$ cat config.mk
export PLATFORM = sky130hd
export DESIGN_NAME = pl_deframer_flat
export DESIGN_NICKNAME = d
export VERILOG_FILES = /design/src/rtl/pl_deframer_if.sv /design/src/rtl/pl_deframer.sv /design/src/flat_wrapper.sv
export SDC_FILE = /design/constraint.sdc
export NUM_CORES = 1
export LEC_CHECK = 0
export ABC_AREA = 1
export CORE_ASPECT_RATIO = 1.5
export CORE_MARGIN = 2
export CORE_UTILIZATION = 43
export CTS_CLUSTER_SIZE = 10
export DETAILED_ROUTE_END_ITERATION = 10
export GPL_TIMING_DRIVEN = 0
export PLACE_DENSITY = 0.76
export SLEW_MARGIN = 20
export SYNTH_ARGS = -nofsm -noshare
export SYNTH_HDL_FRONTEND = slang
export SYNTH_SLANG_ARGS = --single-unit
$ cat constraint.sdc
create_clock -name sys_clk -period 1.6 [get_ports sys_clk]
set_input_delay 0.24 -clock sys_clk [delete_from_list [all_inputs] [get_ports sys_clk]]
set_output_delay 0.24 -clock sys_clk [all_outputs]
set_load 0.03 [all_outputs]
$ cat src/rtl/pl_deframer_if.sv
// pl_deframer_if: symbol-stream bundle between a PL symbol source and the deframer.
//   Source side : fs_en, sym_vld, sof, sym_re_in/sym_im_in, xfec_slots, pilot_en
//   Sink side   : pl_header_vld, pl_pilot_vld, xfec_frame_vld,
//                 symbol_re_out/symbol_im_out, frame_done, sof_err, cfg_err
//   master = symbol source / result consumer, slave = deframer.
interface pl_deframer_if;

  localparam int unsigned SYM_W  = 16;
  localparam int unsigned SLOT_W = 9;

  // symbol source -> deframer
  logic                     fs_en;
  logic                     sym_vld;
  logic                     sof;
  logic signed [SYM_W-1:0]  sym_re_in;
  logic signed [SYM_W-1:0]  sym_im_in;
  logic [SLOT_W-1:0]        xfec_slots;
  logic                     pilot_en;

  // deframer -> consumer
  logic                     pl_header_vld;
  logic                     pl_pilot_vld;
  logic                     xfec_frame_vld;
  logic signed [SYM_W-1:0]  symbol_re_out;
  logic signed [SYM_W-1:0]  symbol_im_out;
  logic                     frame_done;
  logic                     sof_err;
  logic                     cfg_err;

  modport master (
    output fs_en, sym_vld, sof, sym_re_in, sym_im_in, xfec_slots, pilot_en,
    input  pl_header_vld, pl_pilot_vld, xfec_frame_vld,
           symbol_re_out, symbol_im_out, frame_done, sof_err, cfg_err
  );

  modport slave (
    input  fs_en, sym_vld, sof, sym_re_in, sym_im_in, xfec_slots, pilot_en,
    output pl_header_vld, pl_pilot_vld, xfec_frame_vld,
           symbol_re_out, symbol_im_out, frame_done, sof_err, cfg_err
  );

endinterface

$ cat src/rtl/pl_deframer.sv
// pl_deframer: classifies a PL frame symbol stream into header / XFEC data /
// pilot symbols and passes the I/Q through unchanged, one sys_clk of latency.
// Ports:
//   sys_clk : clock, rising edge
//   rst_n   : synchronous active-low reset
//   bus     : pl_deframer_if.slave (symbol input, class flags, I/Q output,
//             frame_done / sof_err / cfg_err pulses)
// Frame layout: 90 header symbols, then xfec_slots slots of 90 symbols, with a
// 36-symbol pilot block after every 16th slot when pilots are on (never after
// the final slot). All state advances only on fs_en=1 cycles.
module pl_deframer (
  input  logic          sys_clk,
  input  logic          rst_n,
  pl_deframer_if.slave  bus
);

  localparam int unsigned SYM_W        = 16;
  localparam int unsigned SLOT_W       = 9;
  localparam int unsigned CNT_W        = 7;
  localparam int unsigned HDR_LEN      = 90;
  localparam int unsigned SLOT_LEN     = 90;
  localparam int unsigned PILOT_LEN    = 36;
  localparam int unsigned PILOT_PERIOD = 16;
  localparam int unsigned PER_W        = $clog2(PILOT_PERIOD);

  typedef enum logic [1:0] {
    IDLE   = 2'd0,
    HEADER = 2'd1,
    DATA   = 2'd2,
    PILOT  = 2'd3
  } state_t;

  // state and counters
  state_t              state_q,  state_d;
  logic [CNT_W-1:0]    sym_q,    sym_d;
  logic [SLOT_W-1:0]   slot_q,   slot_d;
  logic [SLOT_W-1:0]   slots_q,  slots_d;
  logic                pilot_q,  pilot_d;

  // registered outputs
  logic                hdr_q,    hdr_d;
  logic                pil_q,    pil_d;
  logic                xfec_q,   xfec_d;
  logic [SYM_W-1:0]    re_q,     re_d;
  logic [SYM_W-1:0]    im_q,     im_d;
  logic                done_q,   done_d;
  logic                sof_e_q,  sof_e_d;
  logic                cfg_e_q,  cfg_e_d;

  logic                last_slot_c;
  logic                pilot_due_c;
  logic                classified_c;

  // Current slot is the frame's final one; slots_q is never 0 while in DATA.
  assign last_slot_c = (slot_q == (slots_q - SLOT_W'(1)));
  // Slot index ending in 15 (mod 16) means this slot completes a group of 16.
  assign pilot_due_c = pilot_q && (slot_q[PER_W-1:0] == PER_W'(PILOT_PERIOD - 1));

  // State register plus all datapath/output registers; frozen while fs_en=0.
  always_ff @(posedge sys_clk) begin
    if (!rst_n) begin
      state_q <= IDLE;
      sym_q   <= '0;
      slot_q  <= '0;
      slots_q <= '0;
      pilot_q <= 1'b0;
      hdr_q   <= 1'b0;
      pil_q   <= 1'b0;
      xfec_q  <= 1'b0;
      re_q    <= '0;
      im_q    <= '0;
      done_q  <= 1'b0;
      sof_e_q <= 1'b0;
      cfg_e_q <= 1'b0;
    end else if (bus.fs_en) begin
      state_q <= state_d;
      sym_q   <= sym_d;
      slot_q  <= slot_d;
      slots_q <= slots_d;
      pilot_q <= pilot_d;
      hdr_q   <= hdr_d;
      pil_q   <= pil_d;
      xfec_q  <= xfec_d;
      re_q    <= re_d;
      im_q    <= im_d;
      done_q  <= done_d;
      sof_e_q <= sof_e_d;
      cfg_e_q <= cfg_e_d;
    end
  end

  // Next-state and output decode for one fs_en=1 cycle.
  always_comb begin
    state_d      = state_q;
    sym_d        = sym_q;
    slot_d       = slot_q;
    slots_d      = slots_q;
    pilot_d      = pilot_q;
    hdr_d        = 1'b0;
    pil_d        = 1'b0;
    xfec_d       = 1'b0;
    done_d       = 1'b0;
    sof_e_d      = 1'b0;
    cfg_e_d      = 1'b0;
    classified_c = 1'b0;

    if (bus.sym_vld) begin
      if (bus.sof) begin
        // sof always (re)starts a frame; this symbol is header symbol 0.
        sof_e_d      = (state_q != IDLE);
        cfg_e_d      = (bus.xfec_slots == '0);
        slots_d      = bus.xfec_slots;
        pilot_d      = bus.pilot_en;
        state_d      = HEADER;
        sym_d        = CNT_W'(1);
        slot_d       = '0;
        hdr_d        = 1'b1;
        classified_c = 1'b1;
      end else begin
        unique case (state_q)
          IDLE: begin
            // non-sof symbols outside a frame are dropped
          end
          HEADER: begin
            hdr_d        = 1'b1;
            classified_c = 1'b1;
            if (sym_q == CNT_W'(HDR_LEN - 1)) begin
              sym_d   = '0;
              slot_d  = '0;
              // A zero-slot frame is header only.
              state_d = (slots_q == '0) ? IDLE : DATA;
            end else begin
              sym_d = sym_q + CNT_W'(1);
            end
          end
          DATA: begin
            xfec_d       = 1'b1;
            classified_c = 1'b1;
            if (sym_q == CNT_W'(SLOT_LEN - 1)) begin
              sym_d = '0;
              if (last_slot_c) begin
                done_d  = 1'b1;
                slot_d  = '0;
                state_d = IDLE;
              end else begin
                slot_d = slot_q + SLOT_W'(1);
                if (pilot_due_c) begin
                  state_d = PILOT;
                end
              end
            end else begin
              sym_d = sym_q + CNT_W'(1);
            end
          end
          PILOT: begin
            pil_d        = 1'b1;
            classified_c = 1'b1;
            if (sym_q == CNT_W'(PILOT_LEN - 1)) begin
              // slot_q already points at the slot after the pilot block
              sym_d   = '0;
              state_d = DATA;
            end else begin
              sym_d = sym_q + CNT_W'(1);
            end
          end
          default: begin
            state_d = IDLE;
          end
        endcase
      end
    end

    // I/Q follows the input only for symbols that carry a class flag.
    re_d = classified_c ? bus.sym_re_in : re_q;
    im_d = classified_c ? bus.sym_im_in : im_q;
  end

  assign bus.pl_header_vld  = hdr_q;
  assign bus.pl_pilot_vld   = pil_q;
  assign bus.xfec_frame_vld = xfec_q;
  assign bus.symbol_re_out  = re_q;
  assign bus.symbol_im_out  = im_q;
  assign bus.frame_done     = done_q;
  assign bus.sof_err        = sof_e_q;
  assign bus.cfg_err        = cfg_e_q;

endmodule

$ cat src/flat_wrapper.sv
// flat-port wrapper written by rule: the top's interface ports become plain ports
module pl_deframer_flat 
  (sys_clk, rst_n, bus_fs_en, bus_sym_vld, bus_sof, bus_sym_re_in, bus_sym_im_in, bus_xfec_slots, bus_pilot_en, bus_pl_header_vld, bus_pl_pilot_vld, bus_xfec_frame_vld, bus_symbol_re_out, bus_symbol_im_out, bus_frame_done, bus_sof_err, bus_cfg_err);
  pl_deframer_if bus_i ();
  input  logic sys_clk;
  input  logic rst_n;
  input wire logic [$bits(bus_i.fs_en)-1:0] bus_fs_en;
  input wire logic [$bits(bus_i.sym_vld)-1:0] bus_sym_vld;
  input wire logic [$bits(bus_i.sof)-1:0] bus_sof;
  input wire logic [$bits(bus_i.sym_re_in)-1:0] bus_sym_re_in;
  input wire logic [$bits(bus_i.sym_im_in)-1:0] bus_sym_im_in;
  input wire logic [$bits(bus_i.xfec_slots)-1:0] bus_xfec_slots;
  input wire logic [$bits(bus_i.pilot_en)-1:0] bus_pilot_en;
  output wire logic [$bits(bus_i.pl_header_vld)-1:0] bus_pl_header_vld;
  output wire logic [$bits(bus_i.pl_pilot_vld)-1:0] bus_pl_pilot_vld;
  output wire logic [$bits(bus_i.xfec_frame_vld)-1:0] bus_xfec_frame_vld;
  output wire logic [$bits(bus_i.symbol_re_out)-1:0] bus_symbol_re_out;
  output wire logic [$bits(bus_i.symbol_im_out)-1:0] bus_symbol_im_out;
  output wire logic [$bits(bus_i.frame_done)-1:0] bus_frame_done;
  output wire logic [$bits(bus_i.sof_err)-1:0] bus_sof_err;
  output wire logic [$bits(bus_i.cfg_err)-1:0] bus_cfg_err;
  assign bus_i.fs_en = bus_fs_en;
  assign bus_i.sym_vld = bus_sym_vld;
  assign bus_i.sof = bus_sof;
  assign bus_i.sym_re_in = bus_sym_re_in;
  assign bus_i.sym_im_in = bus_sym_im_in;
  assign bus_i.xfec_slots = bus_xfec_slots;
  assign bus_i.pilot_en = bus_pilot_en;
  assign bus_pl_header_vld = bus_i.pl_header_vld;
  assign bus_pl_pilot_vld = bus_i.pl_pilot_vld;
  assign bus_xfec_frame_vld = bus_i.xfec_frame_vld;
  assign bus_symbol_re_out = bus_i.symbol_re_out;
  assign bus_symbol_im_out = bus_i.symbol_im_out;
  assign bus_frame_done = bus_i.frame_done;
  assign bus_sof_err = bus_i.sof_err;
  assign bus_cfg_err = bus_i.cfg_err;
  pl_deframer u_core (.sys_clk(sys_clk), .rst_n(rst_n), .bus(bus_i));
endmodule
* After elaboration in Yosys (flattened, before gate mapping)
Cells that the tools add are included.
** Storage, ports and cells
- Register bits after elaboration :: 66
- Output and inout bits :: 38
- Word-level logic and storage cells :: 79
- Input bits :: 47
** Operators by class
- $add $sub $neg :: 3
- Mux-type cells :: 38
- Reductions and logical operators :: 14
- Eq/ne operators :: 11
** Operator list (number)
- 9-bit 2-to-1 mux :: 4
- 1-bit 2-to-1 mux :: 21
- 7-bit 2-to-1 mux :: 3
- 9-bit zero test :: 2
- 9-bit case mux with 2 select lines :: 1
- 2-bit 2-to-1 mux :: 7
- 7-bit case mux with 2 select lines :: 1
- 9-bit by 1-bit adder with 9-bit output, second input constant :: 1
- 9-bit == test :: 1
- 3-bit by 2-bit != test with 1-bit output, second input constant :: 3
- 9-bit by 1-bit subtractor with 9-bit output, second input constant :: 1
- 7-bit by 1-bit adder with 7-bit output, second input constant :: 1
- 7-bit by 6-bit == test with 1-bit output, second input constant :: 1
- 7-bit == test, second input constant :: 1
- 7-bit AND reduction :: 1
- 2-bit case mux with 3 select lines :: 1
- 3-bit AND reduction :: 2
- 3-bit nonzero test :: 2
- 5-bit AND reduction :: 1
- 2-bit == test, second input constant :: 2
- 4-bit == test, second input constant :: 1
- 4-bit by 2-bit != test with 1-bit output, second input constant :: 1
- 4-bit nonzero test :: 1
- 3-bit OR reduction :: 1
- other kinds (5) :: 5

* Logic depth before layout (Yosys ltp)
- Depth after elaboration :: 7
- Mapped depth :: 15

* Worst setup path before layout
OpenSTA, ideal clock, no wires.
- Kind :: reg2reg
- Start :: reg u_core.slots_q[0]
- End :: reg u_core.state_q[0]
- Slack :: -0.114 ns
- Cell stages (with the launch flop) :: 15
- Library setup time :: 0.114 ns
- Path buffers :: 0
- Data required time :: 1.486 ns
- Arrival time :: 1.601 ns
- Clock period less this slack :: 1.714 ns
- Cell sequence :: dfxtp_1 -> inv_2 -> ha_1 -> nand2_1 -> inv_1 -> nor2_1 -> nand2_1 -> nor2_1 -> nand3_1 -> nor2_4 -> nand3_4 -> nand2_2 -> nand3_2 -> a21oi_1 -> nor2_1
** Between the ends
- Word-level cells in the longest chain between the ends :: 6
- Elaborated cells between the ends (all ways) :: 8
** RTL lines
- start: declaration :: RTL line pl_deframer.sv:37 : logic [SLOT_W-1:0] slots_q, slots_d;
- start signal: assignment :: RTL line pl_deframer.sv:79 : slots_q <= slots_d;
- 9-bit by 1-bit subtractor with 9-bit output * :: RTL line pl_deframer.sv:55 : assign last_slot_c = (slot_q == (slots_q - SLOT_W'(1)));
- 9-bit == test * :: RTL line pl_deframer.sv:55
- 2-bit 2-to-1 mux :: RTL line pl_deframer.sv:141 : if (last_slot_c) begin
- 2-bit 2-to-1 mux :: RTL line pl_deframer.sv:139 : if (sym_q == CNT_W'(SLOT_LEN - 1)) begin
- 2-bit case mux with 3 select lines :: RTL line pl_deframer.sv:120 : unique case (state_q)
- 2-bit 2-to-1 mux :: RTL line pl_deframer.sv:108 : if (bus.sof) begin
- end signal: assignment :: RTL line pl_deframer.sv:76 : state_q <= state_d;
- end: declaration :: RTL line pl_deframer.sv:34 : state_t state_q, state_d;
Mark *: on every way between the ends. The rest lies on a longest branch, timed or not. The select of a mux whose other input is x is not followed.
A chain may end at the register's enable or synchronous reset.

* Final worst setup path
- Start :: reg u_core.sym_q[0]
- End :: reg u_core.state_q[1]
** Between the ends
- Word-level cells in the longest chain between the ends :: 3
- Elaborated cells between the ends (all ways) :: 6
** RTL lines
- start: declaration :: RTL line pl_deframer.sv:35 : logic [CNT_W-1:0] sym_q, sym_d;
- start signal: assignment :: RTL line pl_deframer.sv:77 : sym_q <= sym_d;
- 7-bit by 6-bit == test with 1-bit output or 7-bit == test (tied branches) :: RTL line pl_deframer.sv:158, pl_deframer.sv:127, pl_deframer.sv:139
- 3-bit by 2-bit != test with 1-bit output (no source line)
- 7-bit AND reduction (no source line) *
Mark *: on every way between the ends. The rest lies on a longest branch, timed or not.

==> results <==
- The checks that failed: negative setup slack.
- Synthesis produced 430 cells.
- The transition time at the pin with the least slew margin is 0.608 ns.
- The overall track demand over capacity in global routing is 0.228.
- Of the post-synthesis cell area, the dominant cell type holds 0.428.
- Among all cell types in the netlist, the one instantiated most often is nor2_1.
- The net count reported at finish is 595.
- The number of CTS-inserted buffers is 9.
- The total of buffers placed on input and output ports is 83.
- The critical-path maximum fanout is 5.
- For the final database, setup skew stands at 0.00836 ns.
- The core region area is 0.00690 mm2.
- The detailed placer's ending HPWL is 5970 um.
- The flow ran to the end, but the final reports show violations.
- The number of enable flip-flop cells after synthesis is 0.
- The aggregate routed wire length is 8440 um.
- The routed layout has 3123 vias.
- During I/O placement, the number of pins put on the boundary was 85.
- The violation count after the first detailed-routing iteration is 177.
- The netlist area before placement is 0.00309 mm2.
- The startpoint of the worst register-to-register path is u_core.sym_q[0].
- The number of antenna violations at the first check in global routing is 0.
- TritonCTS built the clock tree.
- In the global route stage, met1 resource usage came out at 0.230.
- Synthesis inferred 66 register bits.
- The worst pin sits at a relative slew slack of 0.595.
- For this run, design rule violations remaining after detail routing come to 0.
- The fraction of registers with async set or reset after synthesis is 0.
- The synthesized design spends more area on one cell type than any other, namely dfxtp_1.
- The type of the worst min-delay path is in2reg.
- The met2 track demand over resource is 0.402.
- Yosys printed 0 warnings.
- In the final timing run, aggregate negative setup slack is -4.04 ns.
- Of the cells placed in the final design, the portion with a size suffix greater than 1 is 0.173.
- The number of hold violations in the final report is 0.
- The synthesized area per cell is 7.18 um2.
- Dividing total power by cell area gives a power density of 862 mW/mm2.
- The buffer type at the clock tree root is clkbuf_8.
- The share of the Yosys chip area taken by registers is 0.428.
- The number of max-cap violations is 0.
- The tree built by TritonCTS fans out to 66 sinks.
- For this run, global-route usage on met3 was measured as 0.0899.
- Timing would allow up to 0.509 GHz.
- The number of non-filler instances in the completed layout is 622.
- The via count of the first global-routing pass is 3155.
- The count of pins over their slew limit is 0.
- The overall die area is 0.00789 mm2.
- Of the available clock period, the critical path in the final layout requires 1.23.
- CTS built an H-tree with a depth of 3.
- The required time of the critical path is 1.85 ns.
- In this run the remaining antenna-violating nets after routing total 0.
- In the synthesized netlist the dominant register cell turns out to be dfxtp_1.
- The number of nets handed over by synthesis was 486.
- The clock insertion delay at the later pin of the skew report is 0.37 ns.
- By area the synthesized netlist is led by dfxtp_1 43%, nor2_1 12%, o21ai_0 7.6%.
- The kind of end point of the critical path is a flip-flop.
- The area added between synthesis and finish is 44.8%.
- In this run the register-to-register setup slack is -0.36 ns.
- The worst-case clock buffer depth is 2.
- The die outline width is 73.2 um.
- The number of different library cells in the post-synthesis netlist is 32.
- In this run, placement finished with an instance count of 591.
- The count of TritonRoute iterations in the first routing pass is 4.
- By count the netlist is led by 101 x nor2_1, 66 x dfxtp_1, 62 x nand2_1, 47 x o21ai_0, 34 x inv_1.
- The antenna diode count is 0.
- In the routed layout, each cell is associated on average with a via count of 5.02.
- The floorplan has 37 rows.
- The start point of the worst min-delay path is rst_n.
- In this run the critical register-to-register path is captured at u_core.state_q[1].
- The total of hold buffers inserted after clock tree synthesis is 0.
- The largest voltage drop on the vdd net is 0.679 mV.
- The smallest setup slack after layout is -0.364 ns.
- The post-layout minimum cycle time is 1.96 ns.
- The placed instances occupy a cell area of 0.00406 mm2.
- The worst hold path cell count is 3.
- The setup path with the least slack is of type reg2reg.
- The static leakage is 1.98 nW.
- The total global routing overflow is 0.
- The congestion estimate from routability-driven global placement came to 0.828.
- The number of failing setup endpoints in the final timing report is 45.
- The routing layer with the top usage in global route is met2.
- The largest net degree at the start of global routing is 11.
- The arrival time of the worst setup path is 2.21 ns.
- STA classifies the critical path startpoint as a flip-flop.
- Setup repair after global routing could not meet its margin everywhere.
- Clock-pin slew was measured on the worst setup and hold paths at 0.07 ns.
- The initial cell density of the core is 0.448.
- The die height is 108 um.
- The destination of the worst hold path is u_core.state_q[0].
- The number of cells on the worst reg-to-reg path is 10.
- Hold timing on the final database bottoms out at a slack of 0.284 ns.
- The post-layout instance area is 0.00447 mm2.
- Dividing the detail-routed wire length by the instance count gives 13.6 um.
- The wire length of the first global-routing pass is 13900 um.
[timing repair]
item	4_1_cts	5_1_grt
endpoints found under the setup margin	85	60
pin swaps	8	13
cloned	1	0
resized for setup	52	42
buffers inserted	7	7
[cell usage in the layout, fill, tap and decap left out, types with 5 or more instances in the layout]
cell,synthesis,final
a21oi_1,21,18
buf_4,0,9
buf_6,1,6
clkbuf_1,13,9
clkbuf_2,0,6
clkbuf_8,0,12
clkdlybuf4s50_1,0,45
dfxtp_1,66,62
dlygate4sd2_1,0,38
ha_1,9,6
inv_1,34,29
inv_2,6,8
nand2_1,62,56
nand2_2,5,7
nand3_1,19,15
nand3_2,3,6
nand4_1,6,6
nor2_1,101,95
nor2_2,3,6
nor2_4,2,5
o21ai_0,47,46
xor2_1,10,10
[worst max-delay path: stages (launching register included)]
cell	delay, ns
dfxtp_4	0.39
ha_1	0.15
inv_1	0.06
nor3_1	0.31
nand3_1	0.15
nand3_1	0.10
nand3_1	0.08
nor2_1	0.31
a21oi_1	0.12
nor2_1	0.13
nor2_1	0.05
[where the power goes]
| group | switching, W | internal [W] |
|---|---|---|
| sequential | 0.0000485 | 0.00172 |
| combinational | 0.000441 | 0.000318 |
| clock | 0.000640 | 0.000686 |
| total | 0.00113 | 0.00273 |
[worst max path at each step]
| stage | startpoint | endpoint | slack [ns] |
|---|---|---|---|
| after floorplan | u_core.slots_q[0] | u_core.state_q[0] | -0.05 |
| after global placement | bus_sof | u_core.bus.symbol_re_out[0] | -0.62 |
| after detailed placement | bus_sof | u_core.bus.symbol_re_out[7] | -0.63 |
| after CTS | u_core.slots_q[0] | u_core.state_q[1] | -0.26 |
| after global routing | u_core.sym_q[0] | u_core.state_q[0] | -0.54 |
| final | u_core.sym_q[0] | u_core.state_q[1] | -0.36 |
[per-stage QoR]
stage          utilization  power [W]  worst slack [ns]
2_1_floorplan            -    0.00222           -0.0483
3_3_place_gp         0.589    0.00251            -0.621
3_5_place_dp         0.589    0.00252            -0.629
4_1_cts              0.622    0.00381            -0.264
5_1_grt              0.648    0.00404            -0.545
6_report             0.648    0.00386            -0.364
[registers in the layout, summed over array words and instances, names as in the netlist, 2 cells and up]
name / cells
u_core.bus.symbol_re_out: 16
u_core.sym_q: 7
u_core.state_q: 2
u_core.slots_q: 9
u_core.bus.symbol_im_out: 16
u_core.slot_q: 9
[per-layer routing]
metal | vias up | part of all wire | wire, um
met4 | 0 | 0.021 | 179
met3 | 13 | 0.072 | 607
met5 | - | 0 | 0
met1 | 1429 | 0.38 | 3190
met2 | 82 | 0.53 | 4460
li1 | 1599 | - | -
[logic make-up (layout without fill, tap and decap cells)]
family,count (synthesis),after routing,share of synthesized area
flops,66,66,0.428
simple gates,213,213,0.304
fa+ha+maj,9,9,0.0365
buf+inv,55,169,0.0693
compound gates,75,75,0.128
xor+xnor,12,12,0.0340
[cell type report]
| type | instances | area (um2) |
|---|---|---|
| inverter | 41 | 161 |
| buffer | 14 | 67.6 |
| timing repair buffer | 98 | 912 |
| sequential | 66 | 1330 |
| clock inverter | 2 | 10.0 |
| tap | 78 | 97.6 |
| fill | 592 | 2430 |
| multi-input combinational | 309 | 1720 |
| clock buffer | 14 | 173 |
(Power assumes the default switching activity.)
